[src/rtl/cla8_sub_pipe_if.sv]
// Operand/result handshake bundle for the two-stage 8-bit lookahead subtractor.
// master is the surrounding environment; slave is the subtractor itself.
interface cla8_sub_pipe_if;
   logic       in_valid;
   logic       in_ready;
   logic [7:0] a;
   logic [7:0] b;
   logic       borrow_in;
   logic       out_valid;
   logic       out_ready;
   logic [7:0] diff;
   logic       borrow_out;
   logic       overflow;
   logic       zero;

   modport master (
      output in_valid, a, b, borrow_in, out_ready,
      input  in_ready, out_valid, diff, borrow_out, overflow, zero
   );

   modport slave (
      input  in_valid, a, b, borrow_in, out_ready,
      output in_ready, out_valid, diff, borrow_out, overflow, zero
   );
endinterface

[src/rtl/cla8_sub_pipe.sv]
// Two-stage pipelined 8-bit subtractor: a - b - borrow_in computed as a + ~b + ~borrow_in
// with a carry-lookahead chain; stage 1 holds bit/group g,p, stage 2 resolves carries.
module cla8_sub_pipe (
   input  logic            clk,
   input  logic            rst_n,
   cla8_sub_pipe_if.slave  bus
);

   function automatic logic [3:0] nib_carry(input logic [3:0] g, input logic [3:0] p,
                                            input logic cin);
      logic [3:0] c;
      c[0] = cin;
      c[1] = g[0] | (p[0] & cin);
      c[2] = g[1] | (p[1] & g[0]) | (p[1] & p[0] & cin);
      c[3] = g[2] | (p[2] & g[1]) | (p[2] & p[1] & g[0]) | (p[2] & p[1] & p[0] & cin);
      return c;
   endfunction

   function automatic logic grp_gen(input logic [3:0] g, input logic [3:0] p);
      return g[3] | (p[3] & g[2]) | (p[3] & p[2] & g[1]) | (p[3] & p[2] & p[1] & g[0]);
   endfunction

   logic [7:0] nb;
   logic [7:0] g_in;
   logic [7:0] p_in;

   logic [7:0] s1_g;
   logic [7:0] s1_p;
   logic [1:0] s1_gg;
   logic [1:0] s1_pg;
   logic       s1_c0;
   logic       s1_a7;
   logic       s1_nb7;
   logic       s1_v;

   logic [7:0] diff_q;
   logic       borrow_q;
   logic       ovf_q;
   logic       zero_q;
   logic       s2_v;

   logic       adv1;
   logic       adv2;
   logic       c4;
   logic       c8;
   logic [7:0] carries;
   logic [7:0] diff_nx;

   assign nb   = ~bus.b;
   assign g_in = bus.a & nb;
   assign p_in = bus.a ^ nb;

   assign adv2 = ~s2_v | bus.out_ready;
   assign adv1 = ~s1_v | adv2;

   assign c4      = s1_gg[0] | (s1_pg[0] & s1_c0);
   assign c8      = s1_gg[1] | (s1_pg[1] & s1_gg[0]) | (s1_pg[1] & s1_pg[0] & s1_c0);
   assign carries = {nib_carry(s1_g[7:4], s1_p[7:4], c4), nib_carry(s1_g[3:0], s1_p[3:0], s1_c0)};
   assign diff_nx = s1_p ^ carries;

   // Data registers only move with a valid entry, so an idle pipeline keeps its last values.
   always_ff @(posedge clk or negedge rst_n) begin
      if (!rst_n) begin
         s1_v     <= 1'b0;
         s1_g     <= '0;
         s1_p     <= '0;
         s1_gg    <= '0;
         s1_pg    <= '0;
         s1_c0    <= 1'b0;
         s1_a7    <= 1'b0;
         s1_nb7   <= 1'b0;
         s2_v     <= 1'b0;
         diff_q   <= '0;
         borrow_q <= 1'b0;
         ovf_q    <= 1'b0;
         zero_q   <= 1'b0;
      end else begin
         if (adv1) begin
            s1_v <= bus.in_valid;
            if (bus.in_valid) begin
               s1_g     <= g_in;
               s1_p     <= p_in;
               s1_gg[0] <= grp_gen(g_in[3:0], p_in[3:0]);
               s1_gg[1] <= grp_gen(g_in[7:4], p_in[7:4]);
               s1_pg[0] <= &p_in[3:0];
               s1_pg[1] <= &p_in[7:4];
               s1_c0    <= ~bus.borrow_in;
               s1_a7    <= bus.a[7];
               s1_nb7   <= nb[7];
            end
         end
         if (adv2) begin
            s2_v <= s1_v;
            if (s1_v) begin
               diff_q   <= diff_nx;
               borrow_q <= ~c8;
               ovf_q    <= (s1_a7 == s1_nb7) & (diff_nx[7] != s1_a7);
               zero_q   <= (diff_nx == 8'h00);
            end
         end
      end
   end

   assign bus.in_ready   = adv1;
   assign bus.out_valid  = s2_v;
   assign bus.diff       = diff_q;
   assign bus.borrow_out = borrow_q;
   assign bus.overflow   = ovf_q;
   assign bus.zero       = zero_q;

endmodule

[src/flat_wrapper.sv]
// flat-port wrapper written by rule: the top's interface ports become plain ports
module cla8_sub_pipe_flat 
  (clk, rst_n, bus_in_valid, bus_a, bus_b, bus_borrow_in, bus_out_ready, bus_in_ready, bus_out_valid, bus_diff, bus_borrow_out, bus_overflow, bus_zero);
  cla8_sub_pipe_if bus_i ();
  input  logic clk;
  input  logic rst_n;
  input wire logic [$bits(bus_i.in_valid)-1:0] bus_in_valid;
  input wire logic [$bits(bus_i.a)-1:0] bus_a;
  input wire logic [$bits(bus_i.b)-1:0] bus_b;
  input wire logic [$bits(bus_i.borrow_in)-1:0] bus_borrow_in;
  input wire logic [$bits(bus_i.out_ready)-1:0] bus_out_ready;
  output wire logic [$bits(bus_i.in_ready)-1:0] bus_in_ready;
  output wire logic [$bits(bus_i.out_valid)-1:0] bus_out_valid;
  output wire logic [$bits(bus_i.diff)-1:0] bus_diff;
  output wire logic [$bits(bus_i.borrow_out)-1:0] bus_borrow_out;
  output wire logic [$bits(bus_i.overflow)-1:0] bus_overflow;
  output wire logic [$bits(bus_i.zero)-1:0] bus_zero;
  assign bus_i.in_valid = bus_in_valid;
  assign bus_i.a = bus_a;
  assign bus_i.b = bus_b;
  assign bus_i.borrow_in = bus_borrow_in;
  assign bus_i.out_ready = bus_out_ready;
  assign bus_in_ready = bus_i.in_ready;
  assign bus_out_valid = bus_i.out_valid;
  assign bus_diff = bus_i.diff;
  assign bus_borrow_out = bus_i.borrow_out;
  assign bus_overflow = bus_i.overflow;
  assign bus_zero = bus_i.zero;
  cla8_sub_pipe u_core (.clk(clk), .rst_n(rst_n), .bus(bus_i));
endmodule
[config.mk]
export PLATFORM = sky130hd
export DESIGN_NAME = cla8_sub_pipe_flat
export DESIGN_NICKNAME = d
export VERILOG_FILES = /design/src/rtl/cla8_sub_pipe_if.sv /design/src/rtl/cla8_sub_pipe.sv /design/src/flat_wrapper.sv
export SDC_FILE = /design/constraint.sdc
export NUM_CORES = 1
export LEC_CHECK = 0
export CORE_ASPECT_RATIO = 1.4
export CORE_MARGIN = 8
export CORE_UTILIZATION = 35
export CTS_CLUSTER_SIZE = 12
export DETAILED_ROUTE_END_ITERATION = 6
export MAX_ROUTING_LAYER = met4
export SYNTH_ARGS = -nofsm -noshare
export SYNTH_HDL_FRONTEND = slang
export SYNTH_SLANG_ARGS = --single-unit
[constraint.sdc]
create_clock -name clk -period 2.1 [get_ports clk]
set_input_delay 0.42 -clock clk [delete_from_list [all_inputs] [get_ports clk]]
set_output_delay 0.42 -clock clk [all_outputs]
set_load 0.02 [all_outputs]
==> results.json <==
{
  "ys_seq_elements": 34,
  "leakage_nw": 1.026,
  "synth.avg_cell_area_um2": 11.45,
  "root_buffer": "clkbuf_8",
  "wl_mm": 3.463,
  "grt_util_all_layers_pct": 10.83,
  "wire_per_inst_um": 13.47,
  "nFillCells": 437,
  "cts_tree": "built",
  "worst_pin_slew_ns": 0.4277,
  "status": "finished, final reports clean",
  "dp_hpwl_mm": 2.774,
  "dieArea_mm2": 0.007354,
  "final_core_util_pct": 47.22,
  "criticalPathCategory": "register to register",
  "antenna_cells": 0,
  "dpl-instance-area_mm2": 0.002157,
  "cts.reportedPaths.clkPinSlew_ns": 0.07,
  "antenna_found_initial": 0,
  "drv_slew": 0,
  "setup_viol_count_final": 0,
  "syn-instance-count": 148,
  "cp_data_arrival_time_ns": 2.17,
  "start_util_pct": 35.54,
  "mostFrequentLayoutCells": "dfrtp_1 (34), clkdlybuf4s50_1 (32), nand2_1 (18), mux2_2 (18), ha_1 (10)",
  "clock_skew_ns": 0.003432,
  "grt_max_degree": 35,
  "die_w_um": 74.80,
  "slew_headroom_pct": 71.48,
  "seq_area_frac_synth_pct": 50.22,
  "grt_pass1_vias": 1315,
  "ctsHtreeMaxLevel": 2,
  "cp-start-kind": "register",
  "place.port_buffers": 33,
  "crit_fanout": 2,
  "gr-total-overflow": 0,
  "layout_commonest_cell": "dfrtp_1",
  "finalCritPeriodShare_pct": 94.14,
  "r2r_slack_ns": 0.12,
  "fin_nets": 223,
  "die_h_um": 98.32,
  "netlist_area_mm2": 0.001694,
  "synth_cell_types": 33,
  "dr_wl_met3_um": 126,
  "viasPerCell": 4.969,
  "met1_length_mm": 1.377,
  "cts_inserted_buffers": 5,
  "setup_tns_ns": 0,
  "core.rowCount": 30,
  "peakVddDrop_uv": 308.5,
  "dr.pass1.iters": 4,
  "route.met2.wl_mm": 1.887,
  "synth_edf_count": 0,
  "worstPathCellList": "a21o_1 -> ha_1 -> or3_4 -> a2111oi_4 -> o211ai_1 -> o31ai_2",
  "power_density_mw_per_mm2": 909.3,
  "vias": 1277,
  "drc": 0,
  "yosysWarningCount": 0,
  "rsz0062_at_grt": "false",
  "hold_class": "register to register",
  "clock_latency_ns": 0.28,
  "max_stage_delay_ns": 0.38,
  "drive_gt1_share_pct": 20.21,
  "core_mm2": 0.004767,
  "clock_path_buffers": 2,
  "worstSetupEndpointType": "register",
  "synthArstFlopShare_pct": 100.0,
  "drv_cap": 0,
  "synth_top_flop_cell": "dfrtp_1",
  "cp_data_required_time_ns": 2.29,
  "cts.sinks": 34,
  "ant_nets": 0,
  "synth.net_count": 179,
  "hold_viol_final": 0,
  "clock.fmax_ghz": 0.5058,
  "io_pins": 34,
  "design_area_mm2": 0.002251,
  "detail_route.iter0.violations": 47,
  "highest-signal-layer": "met4",
  "grt_pass1_wl_mm": 6.085,
  "min_period_ns": 1.977,
  "place.gp.congestion": 0.8012,
  "cp_slowest_cell": "dfrtp_1",
  "area_growth_syn_to_layout_pct": 32.87
}
[per-layer routing]
metal,vias up,track usage [%]
li1,628,-
met1,621,11.55
met2,21,17.85
met3,7,2.872
met4,0,5.000
met5,-,-
[power breakdown]
part	total (mW)	internal, mW	switching, mW
clock	0.485	0.264	0.221
sequential	0.888	0.790	0.0987
combinational	0.673	0.352	0.321
total	2.05	1.41	0.641
[cells in the mapped netlist, types with 2 or more instances]
master,instances,area (um2)
o21ai_0,9,45.04
dfrtp_1,34,850.8
a311oi_1,3,26.28
clkbuf_1,2,7.510
or2_2,3,18.77
o211ai_1,3,22.52
a21oi_1,4,20.02
inv_1,9,33.78
nand4_1,4,25.02
nand2_1,18,67.56
a21o_1,7,52.55
ha_1,10,125.1
nand2b_1,2,12.51
nand3_1,2,10.01
mux2_2,18,202.7
o31ai_1,3,22.52
[metrics by stage]
step                power [mW]  setup WS [ns]  hold slack, ns  std cells
global placement         1.565        0.05467          0.4613        249
finish                   2.047         0.1231          0.4777        257
detailed placement       1.585        0.03748          0.4680        249
floorplan                1.275         0.1524          0.1244        148
CTS                      2.076        0.03080          0.4830        257
global route             2.182        0.02175          0.5142        257
[final timing paths]
| check | startpoint | endpoint | depth (start not counted) |
|---|---|---|---|
| worst min-delay path | u_core.bus.diff[1] | u_core.bus.diff[1] | 2 |
| worst min register to register | u_core.bus.diff[1] | u_core.bus.diff[1] | 2 |
| worst max register to register | u_core.s1_c0 | u_core.bus.zero | 6 |
| max in group asynchronous | rst_n | u_core.bus.diff[7] | 2 |
| min in group asynchronous | rst_n | u_core.s1_p[2] | 2 |
| worst max-delay path | u_core.s1_c0 | u_core.bus.zero | 6 |
[final cells by class]
cell class                      count  area, um2  area share, %
Clock buffer                        7      86.33          3.835
Clock inverter                      1      5.005         0.2223
Inverter                            9      33.78          1.501
Multi-Input combinational cell    102      797.0          35.41
Sequential cell                    34      850.8          37.80
Tap cell                           64      80.08          3.558
Timing Repair Buffer               40      397.9          17.68
[repair_timing]
action / in CTS / in global routing
gates resized for setup: 0 / 1
setup endpoints to repair: 0 / 1
hold buffers: 0 / 0
buffers inserted: 0 / 0
[critical path: cells and delay by family (launching register included)]
kind,cells,cell delay [ns]
AOI/OAI and AO/OA,4,0.94
DFF,1,0.38
and+or+nand+nor,1,0.35
adders and majority gates,1,0.21
[registers in the layout (all words and copies together) (netlist names), 2 cells and up]
name / flops
u_core.s1_gg: 2
u_core.s1_p: 8
u_core.s1_g: 6
u_core.bus.diff: 8
u_core.s1_pg: 2
[logic make-up (layout without fill, tap and decap cells)]
family,after synthesis,in the layout,share of synthesized area (%)
AO/OA/AOI/OAI,37,37,16.40
XOR/XNOR,1,1,0.5171
adder cells (fa/ha/maj),10,10,7.386
buffers and inverters,12,57,2.732
flip-flops,34,34,50.22
multiplexers,18,18,11.96
AND/OR/NAND/NOR,36,36,10.78
Note: power is estimated with default switching activity, not from simulation.
